--- src/rtl/wb_regfile_pkg.sv ---
// wb_regfile_pkg: shared core widths and types for the writeback register file.
package wb_regfile_pkg;
   localparam int XLEN       = 32;
   localparam int REG_ADDR_W = 5;
   localparam int NUM_REGS   = 32;
   localparam int PEND_W     = 2;
   typedef logic [XLEN-1:0]       word_t;
   typedef logic [REG_ADDR_W-1:0] reg_idx_t;
   typedef logic [PEND_W-1:0]     pend_t;
   localparam pend_t PEND_MAX = '1;
endpackage

--- src/rtl/wb_regfile_if.sv ---
// wb_regfile_if: writeback, issue and read-port signals between pipeline and register file.
interface wb_regfile_if;
   import wb_regfile_pkg::*;
   logic     reg_file_write_in;
   reg_idx_t addr_rd;
   word_t    wb_data;
   logic     issue_valid;
   reg_idx_t issue_rd;
   reg_idx_t rs1_addr;
   reg_idx_t rs2_addr;
   logic     rs1_used;
   logic     rs2_used;
   word_t    rs1_data;
   word_t    rs2_data;
   logic     stall;
   logic     err_overflow;
   logic     err_underflow;
   modport master (
      output reg_file_write_in, addr_rd, wb_data, issue_valid, issue_rd,
             rs1_addr, rs2_addr, rs1_used, rs2_used,
      input  rs1_data, rs2_data, stall, err_overflow, err_underflow
   );
   modport slave (
      input  reg_file_write_in, addr_rd, wb_data, issue_valid, issue_rd,
             rs1_addr, rs2_addr, rs1_used, rs2_used,
      output rs1_data, rs2_data, stall, err_overflow, err_underflow
   );
endinterface

--- src/rtl/wb_regfile_pend_cnt.sv ---
// pend_cnt: saturating in-flight write counter with overflow/underflow pulses.
module pend_cnt
   import wb_regfile_pkg::*;
(
   input  logic  clk,
   input  logic  rst_n,
   input  logic  inc,
   input  logic  dec,
   output pend_t cnt,
   output logic  ovf,
   output logic  unf
);
   logic up, dn;
   always_comb begin
      up  = inc & ~dec & (cnt != PEND_MAX);
      dn  = dec & ~inc & (cnt != '0);
      ovf = inc & ~dec & (cnt == PEND_MAX);
      unf = dec & ~inc & (cnt == '0);
   end
   always_ff @(posedge clk or negedge rst_n) begin
      if (!rst_n) cnt <= '0;
      else if (up) cnt <= cnt + 1'b1;
      else if (dn) cnt <= cnt - 1'b1;
   end
endmodule

--- src/rtl/wb_regfile.sv ---
// wb_regfile: 32x32 register file with write-through bypass and per-register
// pending-write scoreboard that stalls issue on unresolved sources.
module wb_regfile
   import wb_regfile_pkg::*;
(
   input logic         clk,
   input logic         rst_n,
   wb_regfile_if.slave bus
);
   word_t                           regs [NUM_REGS];
   logic [NUM_REGS-1:0][PEND_W-1:0] pend;
   logic [NUM_REGS-1:1]             inc, dec, ovf, unf;
   logic retire, issue, rs1_busy, rs2_busy, stall_int, err_ovf, err_unf;
   assign retire = bus.reg_file_write_in & (bus.addr_rd != '0);
   assign issue  = bus.issue_valid & (bus.issue_rd != '0) & ~stall_int;
   // A last outstanding write retiring this cycle is covered by the bypass.
   assign rs1_busy = (bus.rs1_addr != '0) & (pend[bus.rs1_addr] != '0) &
                     ~((pend[bus.rs1_addr] == pend_t'(1)) & retire & (bus.addr_rd == bus.rs1_addr));
   assign rs2_busy = (bus.rs2_addr != '0) & (pend[bus.rs2_addr] != '0) &
                     ~((pend[bus.rs2_addr] == pend_t'(1)) & retire & (bus.addr_rd == bus.rs2_addr));
   assign stall_int = rst_n & bus.issue_valid &
                      ((bus.rs1_used & rs1_busy) | (bus.rs2_used & rs2_busy));
   assign bus.stall = stall_int;
   assign bus.rs1_data = (!rst_n || bus.rs1_addr == '0) ? '0 :
                         (retire && bus.addr_rd == bus.rs1_addr) ? bus.wb_data : regs[bus.rs1_addr];
   assign bus.rs2_data = (!rst_n || bus.rs2_addr == '0) ? '0 :
                         (retire && bus.addr_rd == bus.rs2_addr) ? bus.wb_data : regs[bus.rs2_addr];
   assign pend[0] = '0;
   for (genvar i = 1; i < NUM_REGS; i++) begin : g_pend
      assign inc[i] = issue & (bus.issue_rd == reg_idx_t'(i));
      assign dec[i] = retire & (bus.addr_rd == reg_idx_t'(i));
      pend_cnt u_cnt (
         .clk   (clk),
         .rst_n (rst_n),
         .inc   (inc[i]),
         .dec   (dec[i]),
         .cnt   (pend[i]),
         .ovf   (ovf[i]),
         .unf   (unf[i])
      );
   end
   always_ff @(posedge clk or negedge rst_n) begin
      if (!rst_n) begin
         for (int k = 0; k < NUM_REGS; k++) regs[k] <= '0;
         err_ovf <= 1'b0;
         err_unf <= 1'b0;
      end else begin
         if (retire) regs[bus.addr_rd] <= bus.wb_data;
         err_ovf <= err_ovf | (|ovf);
         err_unf <= err_unf | (|unf);
      end
   end
   assign bus.err_overflow  = err_ovf;
   assign bus.err_underflow = err_unf;
endmodule

--- src/flat_wrapper.sv ---
// flat-port wrapper written by rule: the top's interface ports become plain ports
module wb_regfile_flat import wb_regfile_pkg::*;
  (clk, rst_n, bus_reg_file_write_in, bus_addr_rd, bus_wb_data, bus_issue_valid, bus_issue_rd, bus_rs1_addr, bus_rs2_addr, bus_rs1_used, bus_rs2_used, bus_rs1_data, bus_rs2_data, bus_stall, bus_err_overflow, bus_err_underflow);
  wb_regfile_if bus_i ();
  input logic clk;
  input logic rst_n;
  input wire logic [$bits(bus_i.reg_file_write_in)-1:0] bus_reg_file_write_in;
  input wire logic [$bits(bus_i.addr_rd)-1:0] bus_addr_rd;
  input wire logic [$bits(bus_i.wb_data)-1:0] bus_wb_data;
  input wire logic [$bits(bus_i.issue_valid)-1:0] bus_issue_valid;
  input wire logic [$bits(bus_i.issue_rd)-1:0] bus_issue_rd;
  input wire logic [$bits(bus_i.rs1_addr)-1:0] bus_rs1_addr;
  input wire logic [$bits(bus_i.rs2_addr)-1:0] bus_rs2_addr;
  input wire logic [$bits(bus_i.rs1_used)-1:0] bus_rs1_used;
  input wire logic [$bits(bus_i.rs2_used)-1:0] bus_rs2_used;
  output wire logic [$bits(bus_i.rs1_data)-1:0] bus_rs1_data;
  output wire logic [$bits(bus_i.rs2_data)-1:0] bus_rs2_data;
  output wire logic [$bits(bus_i.stall)-1:0] bus_stall;
  output wire logic [$bits(bus_i.err_overflow)-1:0] bus_err_overflow;
  output wire logic [$bits(bus_i.err_underflow)-1:0] bus_err_underflow;
  assign bus_i.reg_file_write_in = bus_reg_file_write_in;
  assign bus_i.addr_rd = bus_addr_rd;
  assign bus_i.wb_data = bus_wb_data;
  assign bus_i.issue_valid = bus_issue_valid;
  assign bus_i.issue_rd = bus_issue_rd;
  assign bus_i.rs1_addr = bus_rs1_addr;
  assign bus_i.rs2_addr = bus_rs2_addr;
  assign bus_i.rs1_used = bus_rs1_used;
  assign bus_i.rs2_used = bus_rs2_used;
  assign bus_rs1_data = bus_i.rs1_data;
  assign bus_rs2_data = bus_i.rs2_data;
  assign bus_stall = bus_i.stall;
  assign bus_err_overflow = bus_i.err_overflow;
  assign bus_err_underflow = bus_i.err_underflow;
  wb_regfile u_core (.clk(clk), .rst_n(rst_n), .bus(bus_i));
endmodule
--- config.mk ---
export PLATFORM = sky130hd
export DESIGN_NAME = wb_regfile_flat
export DESIGN_NICKNAME = d
export VERILOG_FILES = /design/src/rtl/wb_regfile_pkg.sv /design/src/rtl/wb_regfile_if.sv /design/src/rtl/wb_regfile_pend_cnt.sv /design/src/rtl/wb_regfile.sv /design/src/flat_wrapper.sv
export SDC_FILE = /design/constraint.sdc
export NUM_CORES = 2
export LEC_CHECK = 0
export CORE_MARGIN = 2
export CORE_UTILIZATION = 40
export DETAILED_ROUTE_END_ITERATION = 10
export SLEW_MARGIN = 20
export SYNTH_ARGS = -nofsm -noshare
export SYNTH_HDL_FRONTEND = slang
export SYNTH_SLANG_ARGS = --single-unit
export TNS_END_PERCENT = 1
--- constraint.sdc ---
create_clock -name clk -period 6.4 [get_ports clk]
set_clock_uncertainty 0.15 [all_clocks]
set_input_delay 1.28 -clock clk [delete_from_list [all_inputs] [get_ports clk]]
set_output_delay 1.28 -clock clk [all_outputs]
set_load 0.02 [all_outputs]
==> results.sh <==
export IMPL_outcome="finished clean"
export IMPL_clock_sinks=1088
export IMPL_ant_nets=0
export IMPL_netlist_area_um2=60200
export IMPL_final_cells=6896
export IMPL_syn_area_per_cell_um2=12.4
export IMPL_worstSetupPathType="primary input to primary output"
export IMPL_pre_cts_ws_ns=0.381
export IMPL_crit_required_ns=4.97
export IMPL_p_clk_share_pct=34.6
export IMPL_drt_wl_total_um=200000
export IMPL_grt_overflow_total=0
export IMPL_drtIter0Drc=4884
export IMPL_p_comb_share_pct=21.3
export IMPL_cp_startpoint="bus_addr_rd[2]"
export IMPL_dominantRegCellSynth="dfrtp_1"
export IMPL_drtPass1Iterations=6
export IMPL_maxCapViolCount=0
export IMPL_drv_slew=0
export IMPL_wl_per_cell_um=28.9
export IMPL_viasPerCell=6.15
export IMPL_setup_ws_ns=0.338
export IMPL_synth_edf_count=0
export IMPL_grt_antenna_before_repair=1
export IMPL_worstSkewPairLatency_ns=0.75
export IMPL_cp_end_kind="primary output"
export IMPL_dp_hpwl_um=112000
export IMPL_fin_crit_sh_pct=94.7
export IMPL_hp_start="u_core.regs[1007]$_DFFE_PN0P_"
export IMPL_max_freq_mhz=165
export IMPL_crit_arrival_ns=4.63
export IMPL_fin_util_pct=45.6
export IMPL_area_growth_pct=13.3
export IMPL_wl_met3_um=16800
export IMPL_finalWorstPathRequiredPeriod_ns=6.06
export IMPL_synthDistinctLibCells=68
export IMPL_grt_pass1_wl_um=297000
export IMPL_final_hold_violation_count=0
export IMPL_core_area_um2=150000
export IMPL_io_pins=125
export IMPL_cts_repair_resized=0
export IMPL_startpoint_type="primary input"
export IMPL_p_int_uw=15000
export IMPL_p_per_area_nw_per_um2=307
export IMPL_numCtsBuffers=115
export IMPL_ir_drop_mv=0.241
export IMPL_power_leakage_uw=0.0296
export IMPL_std_cell_rows=142
export IMPL_switching_share_pct=28.2
export IMPL_hold_path_class="flip-flop to flip-flop"
export IMPL_worstMarginPinSlew_ns=1.11
export IMPL_path_max_fanout=16
export IMPL_fin_nets=4841
export IMPL_clkSlewWorstSetupHoldPaths_ns=0.06
export IMPL_top_layer_used="met4"
export IMPL_initial_core_util_pct=40.2
export IMPL_yosys_warnings=0
export IMPL_power_switching_uw=5890
export IMPL_die_width_um=392
export IMPL_port_buffers=124
export IMPL_grt_usage_pct=26.3
export IMPL_cts_hold_buffers_added=0
export IMPL_die_h_um=392
export IMPL_cts_tree="built"
export IMPL_syn_nets=4904
export IMPL_h_tree_depth=3
export IMPL_final_setup_viol_count=0
export IMPL_grt_max_degree=159
export IMPL_ys_seq_area_share_pct=45.3
export IMPL_gp_congestion=0.898
export IMPL_fin_setup_tns_ns=0
export IMPL_dieArea_um2=154000
export IMPL_dpl_cell_count=6681
export IMPL_cts_root_buf="clkbuf_16"
export IMPL_met1Wirelength_um=83000
export IMPL_timing_rr_start="u_core.g_pend[14].u_cnt.cnt[0]$_DFFE_PN0P_"
export IMPL_slew_headroom_pct=25.8
export IMPL_post_route_drc_count=0
export IMPL_route_met2_wl_um=92700
export IMPL_pwr_share_seq_pct=44.1
export IMPL_drive_above_1_share_pct=35.4
export IMPL_cts_buffer_depth=3
export IMPL_cts_setup_buffers=0
export IMPL_vias=42400
export IMPL_grt_pass1_vias=42700
export IMPL_rsz0062_at_grt="no"
export IMPL_synthCells=4846
export IMPL_ys_ff_latch=1088
export IMPL_synth_async_sr_flop_share_pct=100
## critical path, stage by stage
cell and delay, ns:
clkdlybuf4s50_1 0.42, or3_1 0.42, o311ai_0 0.39, buf_4 0.20, or2_4 0.26, buf_4 0.36
buf_4 0.31, nor2_1 0.06, a211oi_1 0.24, clkdlybuf4s50_1 0.65
## Yosys cell counts (4+ instances only)
cell | instances | area [µm²]
and2_1 | 5 | 31.3
and3_1 | 6 | 37.5
xnor2_1 | 8 | 70.1
nand3b_1 | 10 | 75.1
nor4_1 | 7 | 43.8
inv_1 | 21 | 78.8
nor2b_1 | 8 | 50.1
a211oi_1 | 41 | 308
dfrtp_1 | 1088 | 27200
a31oi_1 | 5 | 31.3
nand4_1 | 18 | 113
a2bb2oi_1 | 4 | 35.0
nand2b_1 | 4 | 25.0
o21ai_0 | 58 | 290
o311ai_0 | 4 | 35.0
mux2_2 | 613 | 6900
mux2i_1 | 79 | 791
buf_2 | 9 | 45.0
o21a_1 | 8 | 60.1
o21ai_1 | 12 | 60.1
a21oi_1 | 83 | 415
o31ai_1 | 11 | 82.6
buf_6 | 6 | 67.6
mux4_2 | 662 | 14900
o211ai_1 | 10 | 75.1
or2_2 | 13 | 81.3
nand2_1 | 1237 | 4640
buf_1 | 66 | 248
o41ai_1 | 8 | 70.1
nor3_1 | 36 | 180
o32ai_1 | 5 | 43.8
nand3_1 | 35 | 175
or3_1 | 14 | 87.6
or4_1 | 13 | 97.6
clkbuf_1 | 397 | 1490
nor2_1 | 184 | 691
o22ai_1 | 10 | 62.6
## state kept, by name, summed over array words and instances (netlist names)
| register | flops |
|---|---|
| u_core.bus.err_overflow | 1 |
| u_core.regs | 1024 |
| u_core.g_pend.u_cnt.cnt | 62 |
| u_core.bus.err_underflow | 1 |
## stage by stage
step           hold WS [ns]  total power [µW]  area [µm²]
6_report              0.245             20900       68200
5_1_grt               0.254             21800       68200
4_1_cts               0.246             21000       68100
3_5_place_dp          0.232             13700       64100
3_3_place_gp          0.226             13600       64100
2_1_floorplan         0.291             12300       60200
## placed cells by master (no fill, tap or decap), types with 8 or more instances in the layout
cell and n:
a211oi_1 41, a21oi_1 83, buf_12 35, buf_4 146, bufinv_16 17, clkbuf_1 18
clkbuf_16 118, clkbuf_8 18, clkdlybuf4s50_1 110, clkinv_2 32, dfrtp_1 1088, inv_1 20
mux2_2 613, mux2i_1 79, mux4_2 662, nand2_1 1223, nand2_2 15, nand3_1 35
nand3b_1 10, nand4_1 18, nor2_1 155, nor2_4 29, nor2b_1 8, nor3_1 36
o211ai_1 10, o21a_1 8, o21ai_0 58, o21ai_1 11, o22ai_1 10, o31ai_1 11
o41ai_1 8, or2_2 12, or3_1 14, or4_1 13, xnor2_1 8
## power by group through the flow
| stage | Sequential (µW) | Combinational (µW) | Clock (µW) |
|---|---|---|---|
| 5_1_grt | 9370 | 4800 | 7610 |
| 4_1_cts | 9170 | 4470 | 7330 |
| 3_5_place_dp | 9280 | 4460 | 0 |
| 6_report | 9210 | 4450 | 7230 |
| 3_3_place_gp | 9200 | 4360 | 0 |
| 2_1_floorplan | 8930 | 3320 | 0 |
## kinds of logic after synthesis
group	count (synthesis)	share of synthesized area, %
compound gates	289	3.09
mux	1355	37.6
buf+inv	501	3.23
flops	1088	45.3
simple gates	1603	10.7
xor+xnor	10	0.146
## routing by layer
metal	vias to the layer above	GRT usage (%)
met1	22600	37.0
li1	17500	-
met4	0	9.54
met3	370	5.31
met2	1961	40.6
met5	-	0
## final cells by class
cell class / instances / area, µm²
Fill cell: 13500 / 81400
Multi-Input combinational cell: 3257 / 31300
Sequential cell: 1088 / 27200
Clock buffer: 154 / 3270
Timing Repair Buffer: 300 / 3020
Tap cell: 2016 / 2520
Clock inverter: 59 / 781
Inverter: 21 / 83.8
Antenna cell: 1 / 2.50
## worst paths after layout
kind	endpoint	slack [ns]	cells past startpoint
worst max-delay path	bus_rs2_data[10]	0.34	10
worst min-delay path	u_core.regs[1007]$_DFFE_PN0P_	0.25	0
worst max register to register	u_core.bus.err_underflow$_DFF_PN0_	2.14	11
worst min register to register	u_core.regs[1007]$_DFFE_PN0P_	0.25	0
max in group asynchronous	u_core.regs[108]$_DFFE_PN0P_	3.06	4
min in group asynchronous	u_core.g_pend[25].u_cnt.cnt[1]$_DFFE_PN0P_	0.27	1
(Power assumes the default switching activity.)
